==> config.mk <==
export PLATFORM = sky130hd
export DESIGN_NAME = ps2_keyboard_tx
export DESIGN_NICKNAME = d
export VERILOG_FILES = /design/src/rtl/ps2_keyboard_tx.sv
export SDC_FILE = /design/constraint.sdc
export NUM_CORES = 1
export LEC_CHECK = 0
export ABC_AREA = 0
export BUFFER_PORTS_ARGS = -buffer_cell sky130_fd_sc_hd__buf_2
export CORE_MARGIN = 2
export CORE_UTILIZATION = 30
export CTS_CLUSTER_SIZE = 10
export DETAILED_ROUTE_END_ITERATION = 16
export GPL_TIMING_DRIVEN = 0
export SETUP_SLACK_MARGIN = 0.4
export SLEW_MARGIN = 30
export SYNTH_ARGS = -nofsm -noshare
export SYNTH_HDL_FRONTEND = slang
export SYNTH_SLANG_ARGS = --single-unit
==> constraint.sdc <==
create_clock -name clk -period 3.68 [get_ports clk]
set_clock_uncertainty 0.2 [all_clocks]
set_input_delay 0.736 -clock clk [delete_from_list [all_inputs] [get_ports clk]]
set_output_delay 0.736 -clock clk [all_outputs]
set_load 0.03 [all_outputs]
==> src/rtl/ps2_keyboard_tx.sv <==
// PS/2 device-side keyboard emulator: key events become scancode bytes in a FIFO,
// and each byte is sent on ps2_clk/ps2_data as an 11-bit frame.
module ps2_keyboard_tx #(
    parameter int unsigned CLK_DIV    = 4,
    parameter int unsigned IDLE_GAP   = 8,
    parameter int unsigned FIFO_DEPTH = 8
) (
    input  logic                          clk,
    input  logic                          resetn,
    input  logic                          ev_valid,
    output logic                          ev_ready,
    input  logic [7:0]                    ev_code,
    input  logic                          ev_break,
    output logic                          ps2_clk,
    output logic                          ps2_data,
    output logic                          busy,
    output logic                          tx_done,
    output logic [7:0]                    tx_byte,
    output logic [$clog2(FIFO_DEPTH):0]   fifo_count
);

    localparam int unsigned AW = $clog2(FIFO_DEPTH);
    localparam int unsigned CW = AW + 1;
    localparam int unsigned PW = $clog2(2 * CLK_DIV);
    localparam int unsigned GW = $clog2(IDLE_GAP + 1);

    localparam logic [PW-1:0] PhaseFall = PW'(CLK_DIV - 1);
    localparam logic [PW-1:0] PhaseEnd  = PW'(2 * CLK_DIV - 1);
    localparam logic [GW-1:0] GapEnd    = GW'(IDLE_GAP - 1);
    // A release needs two free slots, so accept only with at least two free.
    localparam logic [CW-1:0] ReadyMax  = CW'(FIFO_DEPTH - 2);

    typedef enum logic [1:0] {StIdle, StBit, StGap} state_e;

    state_e        state_q, state_d;
    logic [PW-1:0] phase_q, phase_d;
    logic [3:0]    bit_idx_q, bit_idx_d;
    logic [GW-1:0] gap_q, gap_d;
    logic [9:0]    shift_q, shift_d;
    logic [7:0]    byte_q, byte_d;
    logic          clk_q, clk_d;
    logic          data_q, data_d;
    logic          done_q, done_d;
    logic [7:0]    tx_byte_q, tx_byte_d;

    logic [7:0]    mem_q [FIFO_DEPTH];
    logic [7:0]    mem_d [FIFO_DEPTH];
    logic [AW-1:0] wr_ptr_q, wr_ptr_d;
    logic [AW-1:0] rd_ptr_q, rd_ptr_d;
    logic [CW-1:0] count_q, count_d;

    logic          accept;
    logic          pop;
    logic [1:0]    n_push;
    logic [7:0]    head;

    assign ev_ready = (count_q <= ReadyMax);
    assign accept   = ev_valid && ev_ready;
    assign pop      = (state_q == StIdle) && (count_q != '0);
    assign head     = mem_q[rd_ptr_q];

    always_comb begin
        mem_d    = mem_q;
        wr_ptr_d = wr_ptr_q;
        n_push   = 2'd0;
        if (accept) begin
            if (ev_break) begin
                mem_d[wr_ptr_q]             = 8'hF0;
                mem_d[wr_ptr_q + AW'(1)]    = ev_code;
                wr_ptr_d                    = wr_ptr_q + AW'(2);
                n_push                      = 2'd2;
            end else begin
                mem_d[wr_ptr_q]             = ev_code;
                wr_ptr_d                    = wr_ptr_q + AW'(1);
                n_push                      = 2'd1;
            end
        end
        rd_ptr_d = pop ? rd_ptr_q + AW'(1) : rd_ptr_q;
        count_d  = count_q + CW'(n_push) - CW'(pop);
    end

    always_comb begin
        state_d   = state_q;
        phase_d   = phase_q;
        bit_idx_d = bit_idx_q;
        gap_d     = gap_q;
        shift_d   = shift_q;
        byte_d    = byte_q;
        clk_d     = clk_q;
        data_d    = data_q;
        done_d    = 1'b0;
        tx_byte_d = tx_byte_q;
        unique case (state_q)
            StIdle: begin
                clk_d  = 1'b1;
                data_d = 1'b1;
                if (pop) begin
                    state_d   = StBit;
                    phase_d   = '0;
                    bit_idx_d = '0;
                    byte_d    = head;
                    // Bits still to send after the start bit: data LSB first, parity, stop.
                    shift_d   = {1'b1, ~^head, head};
                    data_d    = 1'b0;
                end
            end
            StBit: begin
                phase_d = phase_q + PW'(1);
                if (phase_q == PhaseFall) begin
                    clk_d = 1'b0;
                end
                if (phase_q == PhaseEnd) begin
                    phase_d = '0;
                    clk_d   = 1'b1;
                    if (bit_idx_q == 4'd10) begin
                        state_d   = StGap;
                        gap_d     = '0;
                        data_d    = 1'b1;
                        done_d    = 1'b1;
                        tx_byte_d = byte_q;
                    end else begin
                        bit_idx_d = bit_idx_q + 4'd1;
                        data_d    = shift_q[0];
                        shift_d   = {1'b1, shift_q[9:1]};
                    end
                end
            end
            StGap: begin
                gap_d = gap_q + GW'(1);
                if (gap_q == GapEnd) begin
                    state_d = StIdle;
                end
            end
            default: state_d = StIdle;
        endcase
    end

    always_ff @(posedge clk) begin
        if (!resetn) begin
            state_q   <= StIdle;
            phase_q   <= '0;
            bit_idx_q <= '0;
            gap_q     <= '0;
            shift_q   <= '0;
            byte_q    <= '0;
            clk_q     <= 1'b1;
            data_q    <= 1'b1;
            done_q    <= 1'b0;
            tx_byte_q <= '0;
            wr_ptr_q  <= '0;
            rd_ptr_q  <= '0;
            count_q   <= '0;
        end else begin
            state_q   <= state_d;
            phase_q   <= phase_d;
            bit_idx_q <= bit_idx_d;
            gap_q     <= gap_d;
            shift_q   <= shift_d;
            byte_q    <= byte_d;
            clk_q     <= clk_d;
            data_q    <= data_d;
            done_q    <= done_d;
            tx_byte_q <= tx_byte_d;
            wr_ptr_q  <= wr_ptr_d;
            rd_ptr_q  <= rd_ptr_d;
            count_q   <= count_d;
        end
    end

    // Storage needs no reset: an empty count makes stale entries unreachable.
    always_ff @(posedge clk) begin
        mem_q <= mem_d;
    end

    assign ps2_clk    = clk_q;
    assign ps2_data   = data_q;
    assign tx_done    = done_q;
    assign tx_byte    = tx_byte_q;
    assign fifo_count = count_q;
    assign busy       = (state_q != StIdle) || (count_q != '0);

endmodule

Word-level counts from Yosys, hierarchy flattened
Index checks and enable logic that the tools add are counted.
{"block": "word_totals", "ff_bits": 116, "latchBits": 0, "ram_bits": 0, "romBits": 0, "inputBits": 12, "output_inout_bits": 17, "word_cells": 113, "memories": 0}
{"block": "classes", "add_sub_neg": 8, "mul": 0, "div_mod_pow": 0, "magnitude_cmp": 6, "eq_ne": 12, "shifts": 0, "mux": 40, "bitwise_logic": 6, "reduce_logical": 20}
{"op": "bitwise mux 64 bit", "count": 2}
{"op": "two-way mux 64 bit", "count": 1}
{"op": "demux 8 bit (select 3 bit)", "count": 2}
{"op": "AND 32 bit", "count": 1}
{"op": "two-way mux 8 bit", "count": 4}
{"op": "inverter 32 bit", "count": 1}
{"op": "OR 32 bit", "count": 1}
{"op": "two-way mux 10 bit", "count": 3}
{"op": "binary-select mux 8 bit (select 3 bit)", "count": 1}
{"op": "two-way mux 4 bit", "count": 5}
{"op": "one-hot mux 10 bit (2 select lines)", "count": 1}
{"op": "one-hot mux 4 bit (2 select lines)", "count": 2}
{"op": ">= comparator 4 bit, second input constant", "count": 3}
{"op": "two-way mux 2 bit", "count": 6}
{"op": "inverter 3 -> 4 bit", "count": 3}
{"op": "inequality test 2 bit, second input constant", "count": 5}
{"op": "adder 3 x 1 -> 3 bit, second input constant", "count": 3}
{"op": "two-way mux 3 bit", "count": 3}
{"op": "AND reduction 3 bit", "count": 3}
{"op": "adder 4 x 1 -> 4 bit, second input constant", "count": 2}
{"op": "< comparator 4 x 1 -> 1 bit, second input constant", "count": 2}
{"op": "AND reduction 2 bit", "count": 4}
{"op": "AND reduction 4 bit", "count": 2}
{"op": "XNOR reduction 8 bit", "count": 1}
{"op": "20 further kinds", "count": 31}

Longest topological paths before layout
{"block": "logic_depth", "ltp_word": 9, "mapped_depth": 13}

Worst setup path before layout
Ideal clock, no wire load.
{"block": "synth_timing", "kind": "flip-flop to flip-flop", "start": "reg count_q[3], in the netlist fifo_count[3]", "end": "reg count_q[2], in the netlist fifo_count[2]", "setup_ns": 0.128, "arrival_time_ns": 3.005, "required_time_ns": 3.352, "setup_slack_ns": 0.347, "path_stages_with_launch": 13, "n_path_buf": 0, "cell_sequence": "dfxtp_1 -> inv_1 -> ha_1 -> nand2_1 -> mux2i_1 -> nand2_1 -> or2_1 -> ha_1 -> inv_1 -> ha_1 -> fa_1 -> xnor2_1 -> nor2_1"}
{"block": "synth_via", "elab_chain_len": 5, "elab_cells_between_ends": 7, "cone_classes": "add/sub (2); order compare (1); mux (1); reduce/logical (3)"}
{"element": "start, declared", "line": "50", "text": "logic [CW-1:0] count_q, count_d;"}
{"element": "start signal, assigned", "line": "166", "text": "count_q <= count_d;"}
{"element": "<= comparator 4 x 3 -> 1 bit", "line": "57", "text": "assign ev_ready = (count_q <= ReadyMax);"}
{"element": "net ev_ready", "line": "11", "text": "output logic ev_ready,"}
{"element": "logical AND 1 bit", "line": "58", "text": "assign accept = ev_valid && ev_ready;"}
{"element": "two-way mux 2 bit", "line": "66", "text": "if (accept) begin"}
{"element": "adder 4 x 2 -> 4 bit", "line": "79", "text": "count_d = count_q + CW'(n_push) - CW'(pop);"}
{"element": "subtractor 4 x 1 -> 4 bit", "line": "79"}
The timed path passes the listed nets, and every way through them passes these cells.
A chain may end at the register's enable or synchronous reset.

Final worst setup path
{"block": "layout_timing", "start": "reg count_q[3], in the netlist fifo_count[3]", "end": "reg count_q[2], in the netlist fifo_count[2]"}
{"block": "layout_via", "elab_chain_len": 5, "elab_cells_between_ends": 7, "cone_classes": "add/sub (2); order compare (1); mux (1); reduce/logical (3)"}
{"element": "<= comparator 4 x 3 -> 1 bit", "line": "57"}
{"element": "logical AND 1 bit", "line": "58"}
{"element": "two-way mux 2 bit", "line": "66"}
{"element": "adder 4 x 2 -> 4 bit", "line": "79"}
{"element": "subtractor 4 x 1 -> 4 bit (*)", "line": "79"}
Mark *: on every way between the ends. The rest lies on a longest branch, timed or not.

==> results.yml <==
status:
  status: "finished clean"
logic_synthesis:
  ys_seq_area_share_pct: 46.1
  synth_edf_count: 64
  yosysWarnings: 0
  yosysMostFrequentCell: "nor2_1"
  synthArstFlopShare_pct: 0
  synth_common_cells: "nor2_1, nand2_1, a21oi_1, edfxtp_1, dfxtp_1"
  ys.flop_type: "edfxtp_1"
  synth-seq-cells: 116
  postSynthAreaPerCell_um2: 9.34
  synth_area_leaders: "edfxtp_1, dfxtp_1, nor2_1"
  syn_area_um2: 6430
  synth_top_cell_area_share_pct: 29.9
  synth_top_area_cell: "edfxtp_1"
  postSynthCellCount: 688
  synth_fp_nets: 719
  synth_cell_types: 44
critical_path:
  cp_slowest_stage_delay_ns: 0.39
  crit_type: "flop to flop"
  cpMostUsedCell: "ha_1"
  r2r_start: "fifo_count[3]"
  slowest_stage: "dfxtp_1"
  end_kind: "flop"
  startpoint_type: "flop"
  reg2reg_to: "fifo_count[2]"
  crit_start: "fifo_count[3]"
  worst-r2r-setup-slack_ns: 0.62
  r2r_cells: 12
  cp_top_family: "adder cells"
  path_max_fanout: 4
  critPathRequiredTime_ns: 3.77
  crit_arrival_ns: 3.15
  path_cells: "inv_1 > ha_1 > nand2_1 > mux2i_4 > nand2_1 > or2_1 > ha_1 > inv_1 > ha_1 > fa_1 > xnor2_1 > nor2_1"
  cp_num_buf_inv: 2
drt:
  drt-initial-drc-count: 323
  ant_nets: 0
  drc: 0
  post_drt_via_cell_ratio: 5.09
  totalWireLength_um: 16900
  vias: 5170
  routedWlPerCell_um: 16.6
  dr.pass1.iters: 5
hold_path:
  holdCritPathClass: "flop to flop"
  holdPathEnd: "tx_byte[0]"
  hold_path_depth: 2
  hp-start: "tx_byte[0]"
flow_run:
  cap_violations: 0
die:
  die_w_um: 150
  initial_core_util_pct: 30.6
  die_height_um: 150
  pin_count: 29
  die-area_um2: 22600
  core-area_um2: 21000
  rows: 53
finish:
  instances_no_fill: 1016
  syn2layout_area_growth_pct: 15.8
  drive_gt1_share_pct: 10.3
  fillCellCount: 2151
  stdcell_area_um2: 7450
  seq_area_um2: 2960
  fin_nets: 759
  antenna_cells: 0
  multi_input_area_um2: 3220
sta:
  layout_min_cycle_time_ns: 3.06
  rsz0062_at_grt: "false"
  setup_viol: 0
  report.final.slew_viol_count: 0
  fin_crit_sh_pct: 83.2
  relSlewSlack_pct: 38.8
  fmax_mhz: 327
  finalHoldViolCount: 0
  worst_slew_pin_slew_ns: 0.915
grt:
  grt_pass1_vias: 4846
  globalRouteMet3Util_pct: 3.52
  gr-max-usage-layer: "met2"
  grt_usage_pct: 15.5
  grt_max_degree: 17
  use_met1_pct: 21.2
  grt_first_pass_wirelength_um: 26700
  grtUsageMet2_pct: 24.2
  antenna_found_initial: 0
  grt_overflow: 0
clock_network:
  cts_root_buffer: "clkbuf_16"
  path_clk_slew_ns: 0.05
  cts_buffer_depth: 2
  numCtsBuffers: 17
  cts_tree: "done"
  hold_buffers: 0
  h-tree-depth: 4
  cts_sinks: 116
  clk_latency_ns: 0.42
place:
  io_buffers: 21
  gp_congestion: 0.814
  dpl-instance-area_um2: 6880
  hpwl_um: 12300
  dp_cells: 984
pwr:
  peakVddDrop_mv: 0.369
  powerDensity_nw_per_um2: 730
  cellLeakagePower_nw: 2.86
  power.total_mw: 5.44
power breakdown:
part,switching (mW),total [mW],internal [mW]
Combinational,1.18,2.01,0.835
Sequential,0.158,1.84,1.69
Clock,0.577,1.58,1.01
Total,1.91,5.44,3.53
sequential cells by signal (all words and copies together) (netlist names), 2 cells and up:
| signal | cells |
|---|---|
| bit_idx_q | 4 |
| byte_q | 8 |
| fifo_count | 4 |
| gap_q | 4 |
| mem_q | 64 |
| phase_q | 3 |
| rd_ptr_q | 3 |
| shift_q | 10 |
| state_q | 2 |
| tx_byte | 8 |
| wr_ptr_q | 3 |
what timing repair did:
action / 4_1_cts / 5_1_grt
resized for setup: 1 / 4
setup buffers: 0 / 0
endpoints found under the setup margin: 1 / 2
cells in the final DEF (no fill, tap or decap), types with 5 or more instances in the layout:
| cell type | n |
|---|---|
| a211oi_1 | 16 |
| ha_1 | 18 |
| buf_1 | 5 |
| nor2_1 | 136 |
| clkbuf_1 | 37 |
| mux2i_4 | 6 |
| mux2i_1 | 26 |
| nand2_1 | 73 |
| inv_1 | 14 |
| nor2b_1 | 6 |
| dfxtp_1 | 52 |
| o21ai_0 | 19 |
| clkbuf_16 | 17 |
| nand2b_1 | 11 |
| a21oi_1 | 65 |
| xnor2_1 | 11 |
| and2_1 | 9 |
| edfxtp_1 | 64 |
| mux4_2 | 10 |
| buf_2 | 24 |
| nor3_1 | 33 |
| mux4_1 | 6 |
| nand3_1 | 12 |
| o22ai_1 | 26 |
tightest hold or removal path: stages, from the launching register on:
cell and delay [ns]:
dfxtp_1 0.30, nand2_1 0.05, a21oi_1 0.05
worst max-delay path by stage:
| stage | to | slack, ns | depth (start not counted) |
|---|---|---|---|
| 2_1_floorplan | fifo_count[2] | 0.52 | 12 |
| 3_3_place_gp | fifo_count[3] | -0.16 | 12 |
| 3_5_place_dp | fifo_count[3] | -0.16 | 12 |
| 4_1_cts | fifo_count[3] | 0.50 | 12 |
| 5_1_grt | fifo_count[2] | 0.38 | 12 |
| 6_report | fifo_count[2] | 0.62 | 12 |
logic make-up after synthesis:
logic type	count (synthesis)	share of synthesized area (%)
compound gates	138	12.2
mux	49	12.1
flops	116	46.1
buf+inv	59	4.09
simple gates	291	19.4
fa+ha+maj	19	3.82
xor+xnor	16	2.30
layer usage:
| metal | part of all wire, % | up-vias |
|---|---|---|
| met5 | 0 | - |
| met4 | 1.4 | 0 |
| met3 | 5.7 | 21 |
| met2 | 45 | 146 |
| met1 | 48 | 2471 |
| li1 | - | 2532 |
layout make-up:
class	count	area share, %
repair buffers	21	1.41
well taps	275	4.62
plain buffers	44	2.81
multi-input cells	513	43.2
inverters	15	0.756
clock inverters	7	1.13
clock buffers	25	6.25
flip-flops and latches	116	39.8
per-stage QoR:
| step | utilization, % | TNS (ns) | hold WS [ns] | setup slack [ns] |
|---|---|---|---|---|
| floorplan | - | 0 | 0.232 | 0.516 |
| global placement | 32.7 | -0.169 | 0.240 | -0.157 |
| detailed placement | 32.7 | -0.185 | 0.248 | -0.161 |
| CTS | 35.3 | 0 | 0.255 | 0.503 |
| global route | 35.4 | 0 | 0.269 | 0.383 |
| finish | 35.4 | 0 | 0.252 | 0.620 |
No activity file was read; power rests on OpenSTA's default activity.
